**src/rtl/pll_lock_supervisor.sv**
```systemverilog
// pll_lock_supervisor: qualifies PLL lock, sequences system reset; define PLL_RETRY_EN
// to add lock-timeout PLL retries with a terminal FAIL after MAX_RETRIES.
module pll_lock_supervisor #(
  parameter int STABLE_CYCLES  = 27000,
  parameter int LOCK_TIMEOUT   = 270000,
  parameter int PLL_RST_CYCLES = 16,
  parameter int MAX_RETRIES    = 7
) (
  input  logic       clk,
  input  logic       resetn,
  input  logic       lock_i,
  output logic       pll_reset_o,
  output logic       sys_resetn_o,
  output logic       ready_o,
  output logic       fail_o,
  output logic [3:0] retry_cnt_o,
  output logic [7:0] unlock_cnt_o
);
  localparam int TM1  = STABLE_CYCLES > LOCK_TIMEOUT ? STABLE_CYCLES : LOCK_TIMEOUT;
  localparam int TMAX = TM1 > PLL_RST_CYCLES ? TM1 : PLL_RST_CYCLES;
  localparam int TW   = $clog2(TMAX);
`ifdef PLL_RETRY_EN
  localparam bit RETRY = 1'b1;
`else
  localparam bit RETRY = 1'b0;
`endif
  typedef enum logic [2:0] {PLL_RST, WAIT_LOCK, STABLE, RUN, FAIL} state_t;
  state_t state, nxt;
  logic [1:0] sync;
  logic [TW-1:0] timer;
  logic [3:0] retry_nxt;
  logic [7:0] unlock_nxt;
  logic lock_s, timeout, exhausted;
  assign lock_s    = sync[1];
  // constant-folds away entirely when retries are not built
  assign timeout   = RETRY && timer == TW'(LOCK_TIMEOUT - 1);
  assign exhausted = retry_cnt_o >= 4'(MAX_RETRIES);
  always_comb begin
    nxt = state;
    retry_nxt = retry_cnt_o;
    unlock_nxt = unlock_cnt_o;
    case (state)
      PLL_RST: nxt = timer == TW'(PLL_RST_CYCLES - 1) ? WAIT_LOCK : PLL_RST;
      WAIT_LOCK: begin
        nxt = lock_s ? STABLE : !timeout ? WAIT_LOCK : exhausted ? FAIL : PLL_RST;
        retry_nxt = retry_cnt_o + 4'(!lock_s && timeout && !exhausted);
      end
      STABLE: begin
        nxt = !lock_s ? WAIT_LOCK : timer == TW'(STABLE_CYCLES - 1) ? RUN : STABLE;
        retry_nxt = nxt == RUN ? 4'd0 : retry_cnt_o;
      end
      RUN: begin
        nxt = lock_s ? RUN : WAIT_LOCK;
        unlock_nxt = unlock_cnt_o + 8'(!lock_s && unlock_cnt_o != 8'hff);
      end
      default: ;
    endcase
  end
  always_ff @(posedge clk or negedge resetn)
    if (!resetn) begin
      sync <= 2'b00;
      state <= PLL_RST;
      timer <= '0;
      pll_reset_o <= 1'b1;
      sys_resetn_o <= 1'b0;
      ready_o <= 1'b0;
      fail_o <= 1'b0;
      retry_cnt_o <= 4'd0;
      unlock_cnt_o <= 8'd0;
    end else begin
      sync <= {sync[0], lock_i};
      state <= nxt;
      timer <= nxt != state ? '0 : timer + TW'(1);
      pll_reset_o <= nxt == PLL_RST;
      sys_resetn_o <= nxt == RUN;
      ready_o <= nxt == RUN;
      fail_o <= nxt == FAIL;
      retry_cnt_o <= retry_nxt;
      unlock_cnt_o <= unlock_nxt;
    end
endmodule

```
**config.mk**
```make
export PLATFORM = sky130hd
export DESIGN_NAME = pll_lock_supervisor
export DESIGN_NICKNAME = d
export VERILOG_FILES = /design/src/rtl/pll_lock_supervisor.sv
export SDC_FILE = /design/constraint.sdc
export NUM_CORES = 1
export LEC_CHECK = 0
export ABC_AREA = 1
export BUFFER_PORTS_ARGS = -buffer_cell sky130_fd_sc_hd__buf_4
export CAP_MARGIN = 10
export CORE_MARGIN = 8
export CORE_UTILIZATION = 52
export CTS_CLUSTER_SIZE = 10
export DETAILED_ROUTE_END_ITERATION = 8
export GPL_TIMING_DRIVEN = 0
export MAX_ROUTING_LAYER = met4
export PLACE_DENSITY = 0.75
export SLEW_MARGIN = 0
export SYNTH_ARGS = -nofsm -noshare
export SYNTH_HDL_FRONTEND = slang
export SYNTH_SLANG_ARGS = --single-unit
export TNS_END_PERCENT = 5
```
**constraint.sdc**
```tcl
create_clock -name clk -period 1.74 [get_ports clk]
set_input_delay 0.261 -clock clk [delete_from_list [all_inputs] [get_ports clk]]
set_output_delay 0.261 -clock clk [all_outputs]
set_load 0.03 [all_outputs]
```
==> results of run 1 <==
[final cells by class]
class / count / area [um^2]
clock buffer: 8 / 100
timing repair buffer: 27 / 223
multi-input combinational: 160 / 942
tap: 48 / 60.1
buffer: 7 / 61.3
fill: 321 / 1250
inverter: 23 / 86.3
sequential: 35 / 885
[timing repair]
action                                  CTS  global route
pin swaps                                 0             5
resized for setup                         3            10
hold endpoints to repair                 34             0
hold buffers                              1             0
buffers inserted                          1            10
endpoints found under the setup margin   20            14
cloned                                    0             1
[worst max-delay path: stages, from the launching register on]
cell and delay, ns:
dfrtp_1 0.41, ha_4 0.20, nand2_2 0.06, inv_2 0.05, nand2_1 0.04, nor2_1 0.08
nand3_1 0.07, nand2_1 0.08, nand2_2 0.07, nand2_2 0.06, nand3_2 0.07, nand2_4 0.15
clkbuf_16 0.19, nor2_4 0.03
[state kept, by name (all words and copies together), names as in the netlist]
| name | count |
|---|---|
| ready_o | 1 |
| unlock_cnt_o | 8 |
| state | 3 |
| fail_o | 1 |
| pll_reset_o | 1 |
| timer | 19 |
| sync | 2 |
[metrics by stage]
stage / setup TNS, ns / instances / hold slack, ns
floorplan: 0 / 225 / -0.0346
CTS: 0 / 297 / 0.0704
global placement: -1.96 / 287 / 0.238
finish: 0 / 308 / 0.0825
global route: -0.472 / 308 / 0.0708
detailed placement: -2.32 / 287 / 0.239
[how the worst max path moves through the flow]
stage / startpoint / end / slack [ns] / cells past startpoint
after floorplan: unlock_cnt_o[0]$_DFFE_PN0N_ / unlock_cnt_o[7]$_DFFE_PN0N_ / 0.009 / 9
after detailed placement: timer[0]$_DFF_PN0_ / timer[12]$_DFF_PN0_ / -0.21 / 13
final: timer[1]$_DFF_PN0_ / timer[10]$_DFF_PN0_ / 0.07 / 13
after global routing: timer[1]$_DFF_PN0_ / timer[10]$_DFF_PN0_ / -0.06 / 13
after global placement: timer[0]$_DFF_PN0_ / timer[16]$_DFF_PN0_ / -0.19 / 11
after CTS: unlock_cnt_o[6]$_DFFE_PN0N_ / unlock_cnt_o[7]$_DFFE_PN0N_ / 0.001 / 9
[cells by family (layout without fill, tap and decap cells)]
| group | count (synthesis) | in the layout |
|---|---|---|
| simple gates | 125 | 125 |
| buf+inv | 30 | 65 |
| xor+xnor | 21 | 21 |
| flops | 35 | 35 |
| other cells | 1 | 4 |
| compound gates | 7 | 7 |
| fa+ha+maj | 3 | 3 |
[routing by layer]
layer / wire length, um / track usage / vias to the layer above / share of wire
met5: 0 / - / - / 0
met4: 76 / 0.0750 / 0 / 0.021
met1: 1690 / 0.156 / 707 / 0.47
li1: - / - / 753 / -
met3: 164 / 0.0291 / 5 / 0.045
met2: 1690 / 0.206 / 30 / 0.47
[power by group]
part           total (mW)  switching [mW]  internal (mW)
clock               0.630           0.269          0.361
combinational        1.22           0.654          0.565
sequential           1.03           0.115          0.918
total                2.88            1.04           1.84
[cell usage in the layout, fill, tap and decap left out, drive strengths merged]
| cell type | n |
|---|---|
| nor3 | 4 |
| inv | 23 |
| nand4 | 5 |
| nand2 | 54 |
| a22oi | 1 |
| o21ai | 2 |
| xor2 | 11 |
| conb | 4 |
| xnor2 | 10 |
| a21oi | 4 |
| nor3b | 1 |
| ha | 3 |
| nand3b | 2 |
| dfstp | 1 |
| dfrtp | 34 |
| nand3 | 13 |
| dlygate4sd3 | 1 |
| buf | 31 |
| nor2 | 46 |
| clkbuf | 10 |
==> flow_summary_export.csv, run 1 <==
group,metric,value,unit
pwr,totalPowerFinal,2.88,mW
hold_path,hold_path.class,"primary input to register",
hold_path,hold_depth,1,
route,drtAntennaViolNets,0,
placed_design,io_buffers,14,
placed_design,place_hpwl,2.48,mm
synthesis,synthArstFlopShare,1.00,
synthesis,syn_area,1920,um^2
clock_tree,cts_made_buffers,5,
grt,grt_max_degree,36,
pwr,ir_drop,998,uV
placed_design,dpl_worst_slack,-0.210,ns
clock_tree,clock_latency,0.28,ns
grt,grt_pass1_vias,1445,
synthesis,synth_fa_ha_area_frac,0.0195,
synthesis,syn_area_per_cell,8.65,um^2
sta,layout_setup_ws,0.0703,ns
sta,maxClockFrequency,599,MHz
route,via_per_inst,4.85,
hold_path,min_to,"sync[0]$_DFF_PN0_",
synthesis,synth_compound_area_frac,0.0254,
sta,final_max_slew_viol_count,0,
route,first_pass_iters,4,
grt,antenna_found_initial,0,
clock_tree,clk_path_buf_depth,2,
placed_design,dpl-instance-area,2100,um^2
route,post_drt_wl_per_cell,11.8,um
synthesis,synth_edf_count,0,
synthesis,yosysSeqAreaShare,0.457,
route,drt-total-wl,3.63,mm
grt,grt_pass1_wl,6.34,mm
floorplan,die_h,76.8,um
route,dr_total_vias,1495,
synthesis,synthMuxAreaShare,0,
layout,diodes,0,
sta,layout_min_cycle_time,1.67,ns
layout,syn2layout_area_growth,22.7,%
sta,rsz0062_at_grt,"yes",
floorplan,ios,19,
critical_path,crit_fanout,8,
clock_tree,cts_sinks,35,
critical_path,reg2reg_from,"timer[1]$_DFF_PN0_",
floorplan,placementRows,22,
synthesis,synth_top_area_cell,"dfrtp_1",
hold_path,hold_start,"lock_i",
critical_path,r2r_setup_slack,0.07,ns
critical_path,cp.required,1.91,ns
clock_tree,cts-root-buf,"clkbuf_8",
synthesis,synth_most_common_cell,"nand2_1",
sta,finalCritPeriodShare,0.960,
route,drtIter0Drc,106,
route,drc_errors,0,
synthesis,synth.distinct_cells,27,
clock_tree,clk_pin_slew,0.06,ns
sta,hold_violations,0,
pwr,cellPowerDensity,1220,nW/um^2
synthesis,yosys.area_share.simple,0.324,
floorplan,die_w,76.8,um
layout,drive_above_1_share,0.292,
critical_path,startpoint_type,"register",
synthesis,synthCells,222,
synthesis,synth_xor_area_frac,0.0958,
layout,layout.nets,265,
synthesis,ys.flop_type,"dfrtp_1",
synthesis,yosysWarnings,0,
critical_path,rr_worst_depth,13,
floorplan,start_util,0.533,
synthesis,synth.ff_latch_count,35,
clock_tree,h-tree-depth,2,
synthesis,synth_top_family_by_area,"simple AND/OR/NAND/NOR gates",
layout,finalCoreUtilization,0.654,
outcome,status,"finished, final reports clean",
critical_path,crit_path_end_kind,"register",
layout,fin_area,2360,um^2
grt,gr-total-overflow,0,
floorplan,core,3610,um^2
clock_tree,cts_tree,"built",
synthesis,synth.top_cell.area_share,0.443,
critical_path,r2r-end,"timer[10]$_DFF_PN0_",
critical_path,worstSetupPathType,"register to register",
floorplan,die-area,5890,um^2
sta,setup_viol,0,
pwr,power.leakage,1.14,nW
grt,track_usage,0.133,
run,maxCapViolCount,0,
synthesis,synth_area_leaders,"dfrtp_1 (44%), nand2_1 (10%), nor2_1 (6.8%)",
sta,skew,0.00393,ns
placed_design,gp_congestion,0.894,
critical_path,arrival,1.84,ns
synthesis,yosys-top-cells-count,"nand2_1 (52), nor2_1 (35), dfrtp_1 (34)",
No activity file was read; power rests on OpenSTA's default activity.
==> run 2, diff against run 1 <==
--- a/config.mk
+++ b/config.mk
@@ -7,13 +7,12 @@
 export LEC_CHECK = 0
 export ABC_AREA = 1
 export BUFFER_PORTS_ARGS = -buffer_cell sky130_fd_sc_hd__buf_4
-export CAP_MARGIN = 10
+export CAP_MARGIN = 0
 export CORE_MARGIN = 8
 export CORE_UTILIZATION = 52
 export CTS_CLUSTER_SIZE = 10
 export DETAILED_ROUTE_END_ITERATION = 8
 export GPL_TIMING_DRIVEN = 0
-export MAX_ROUTING_LAYER = met4
 export PLACE_DENSITY = 0.75
 export SLEW_MARGIN = 0
 export SYNTH_ARGS = -nofsm -noshare
==> run 2 against run 1 <==
  * Sequential cell count is the same
  * Wire length is 0.14% lower
  * Total power about the same
  * Utilization stayed put
  * Sequential share of layout area is the same
  * Maximum frequency is 0.12% higher
  * Setup slack improved by 0.0020 ns
  * Largest cell class unchanged
  * Die area stayed put
  * Register-to-register slack hardly changed
  * Design area unchanged
  * Combinational power about the same
  * Critical path depth stayed put
==> flow_summary_export.csv, run 2 (synthesis gave the netlist of run 1 again) <==
group,metric,value,unit
placed_design,gp_congestion,0.880,
route,via_per_inst,4.82,
clock_tree,h-tree-depth,2,
grt,gr-max-usage-layer,"met2",
floorplan,core,3610,um^2
layout,fillers,321,
critical_path,cp.required,1.91,ns
placed_design,dpl_worst_slack,-0.210,ns
pwr,intPower,1.84,mW
grt,grt_max_degree,36,
hold_path,hold_path.class,"primary input to register",
layout,regArea,885,um^2
grt,grt_use_met1,0.156,
clock_tree,cts_made_buffers,5,
critical_path,r2r-end,"timer[10]$_DFF_PN0_",
critical_path,endpoint,"timer[10]$_DFF_PN0_",
grt,grt_pass1_vias,1441,
layout,layout.nets,265,
run,maxCapViolCount,0,
critical_path,crit_path_end_kind,"register",
grt,globalRouteMet2Util,0.206,
pwr,power.leakage,1.14,nW
clock_tree,clk_pin_slew,0.06,ns
critical_path,crit_fanout,8,
grt,gr-total-overflow,0,
layout,largest_reg_flops,19,
route,dr_total_vias,1485,
placed_design,io_buffers,14,
floorplan,ios,19,
sta,finalCritPeriodShare,0.958,
pwr,swShare,0.360,
floorplan,die-area,5890,um^2
critical_path,arrival,1.84,ns
pwr,seqPwrFrac,0.358,
route,post_drt_wl_per_cell,11.8,um
layout,mostFrequentLayoutCell,"nand2_1",
clock_tree,clk_path_buf_depth,2,
pwr,cellPowerDensity,1220,nW/um^2
critical_path,startpoint_type,"register",
pwr,power.switching,1.04,mW
critical_path,rr_worst_depth,13,
grt,track_usage,0.129,
sta,hold_violations,0,
floorplan,placementRows,22,
layout,regMostFlops,"timer",
clock_tree,clock_latency,0.28,ns
route,first_pass_iters,4,
route,drc_errors,0,
route,drtIter0Drc,101,
layout,final_cell_mix,"nand2_1 (49), nor2_1 (32), buf_4 (30)",
layout,finalCoreUtilization,0.654,
clock_tree,cts-root-buf,"clkbuf_8",
layout,reg.largest.list,"timer: 19 flops, unlock_cnt_o: 8 flops, state: 3 flops",
clock_tree,cts_sinks,35,
floorplan,start_util,0.533,
sta,final_max_slew_viol_count,0,
route,drt-total-wl,3.62,mm
sta,skew,0.00423,ns
grt,antenna_found_initial,0,
placed_design,place_hpwl,2.48,mm
sta,layout_min_cycle_time,1.67,ns
critical_path,r2r_setup_slack,0.07,ns
sta,setup_viol,0,
sta,layout_setup_ws,0.0723,ns
sta,maxClockFrequency,600,MHz
grt,use_met3,0.0291,
clock_tree,cts_tree,"built",
pwr,ir_drop,998,uV
layout,syn2layout_area_growth,22.7,%
layout,multiInputGateArea,942,um^2
sta,rsz0062_at_grt,"yes",
layout,diodes,0,
grt,grt_pass1_wl,6.34,mm
layout,drive_above_1_share,0.292,
critical_path,crit_start,"timer[1]$_DFF_PN0_",
floorplan,die_h,76.8,um
outcome,status,"finished, final reports clean",
route,drtAntennaViolNets,0,
critical_path,worstSetupPathType,"register to register",
pwr,combPwrFrac,0.423,
critical_path,reg2reg_from,"timer[1]$_DFF_PN0_",
pwr,p_clk_frac,0.219,
floorplan,die_w,76.8,um
-- run 2: worst min path at each step --
| stage | endpoint | from | depth (start not counted) | slack (ns) |
|---|---|---|---|---|
| final | sync[0]$_DFF_PN0_ | lock_i | 1 | 0.08 |
| after global routing | sync[0]$_DFF_PN0_ | lock_i | 1 | 0.07 |
| after CTS | sync[0]$_DFF_PN0_ | lock_i | 1 | 0.07 |
| after detailed placement | timer[9]$_DFF_PN0_ | resetn | 1 | 0.24 |
| after global placement | timer[9]$_DFF_PN0_ | resetn | 1 | 0.24 |
| after floorplan | fail_o$_DFF_PN0_ | resetn | 0 | -0.03 |
-- run 2: per-layer routing --
metal	wire (um)	vias to the layer above
li1	-	753
met1	1720	703
met2	1700	24
met3	125	5
met4	75	0
met5	0	-
-- run 2: area by class of cell --
cell class,instances,area share
clock buffer,8,0.0425
multi-input combinational,160,0.400
sequential,35,0.375
timing repair buffer,27,0.0945
inverter,23,0.0366
buffer,7,0.0260
tap,48,0.0255
-- run 2: per-stage QoR --
| stage | std cells | TNS (ns) | hold slack, ns | cell area (um^2) | power (mW) |
|---|---|---|---|---|---|
| floorplan | 225 | 0 | -0.0346 | 1940 | 1.72 |
| global placement | 287 | -1.96 | 0.238 | 2100 | 1.90 |
| detailed placement | 287 | -2.32 | 0.239 | 2100 | 1.91 |
| CTS | 297 | 0 | 0.0704 | 2230 | 2.60 |
| global route | 308 | -0.472 | 0.0708 | 2360 | 3.07 |
| finish | 308 | 0 | 0.0830 | 2360 | 2.88 |
-- run 2: power by group through the flow --
stage / Combinational [mW] / Sequential [mW] / Clock, mW
6_report: 1.22 / 1.03 / 0.630
5_1_grt: 1.33 / 1.04 / 0.691
4_1_cts: 0.918 / 1.03 / 0.658
3_5_place_dp: 0.869 / 1.04 / 0
3_3_place_gp: 0.860 / 1.04 / 0
2_1_floorplan: 0.632 / 1.09 / 0
-- run 2: timing repair --
item,4_1_cts,5_1_grt
endpoints found under the hold margin,34,0
hold buffers,1,0
cloned,0,1
setup buffers,1,10
gates resized for setup,3,10
endpoints found under the setup margin,20,14
pin swaps,0,5
-- run 2: worst max-delay path, stage by stage (launching register included) --
cell	delay (ns)
dfrtp_1	0.41
ha_4	0.20
nand2_2	0.06
inv_2	0.05
nand2_1	0.04
nor2_1	0.08
nand3_1	0.07
nand2_1	0.08
nand2_2	0.07
nand2_2	0.06
nand3_2	0.07
nand2_4	0.15
clkbuf_16	0.19
nor2_4	0.03
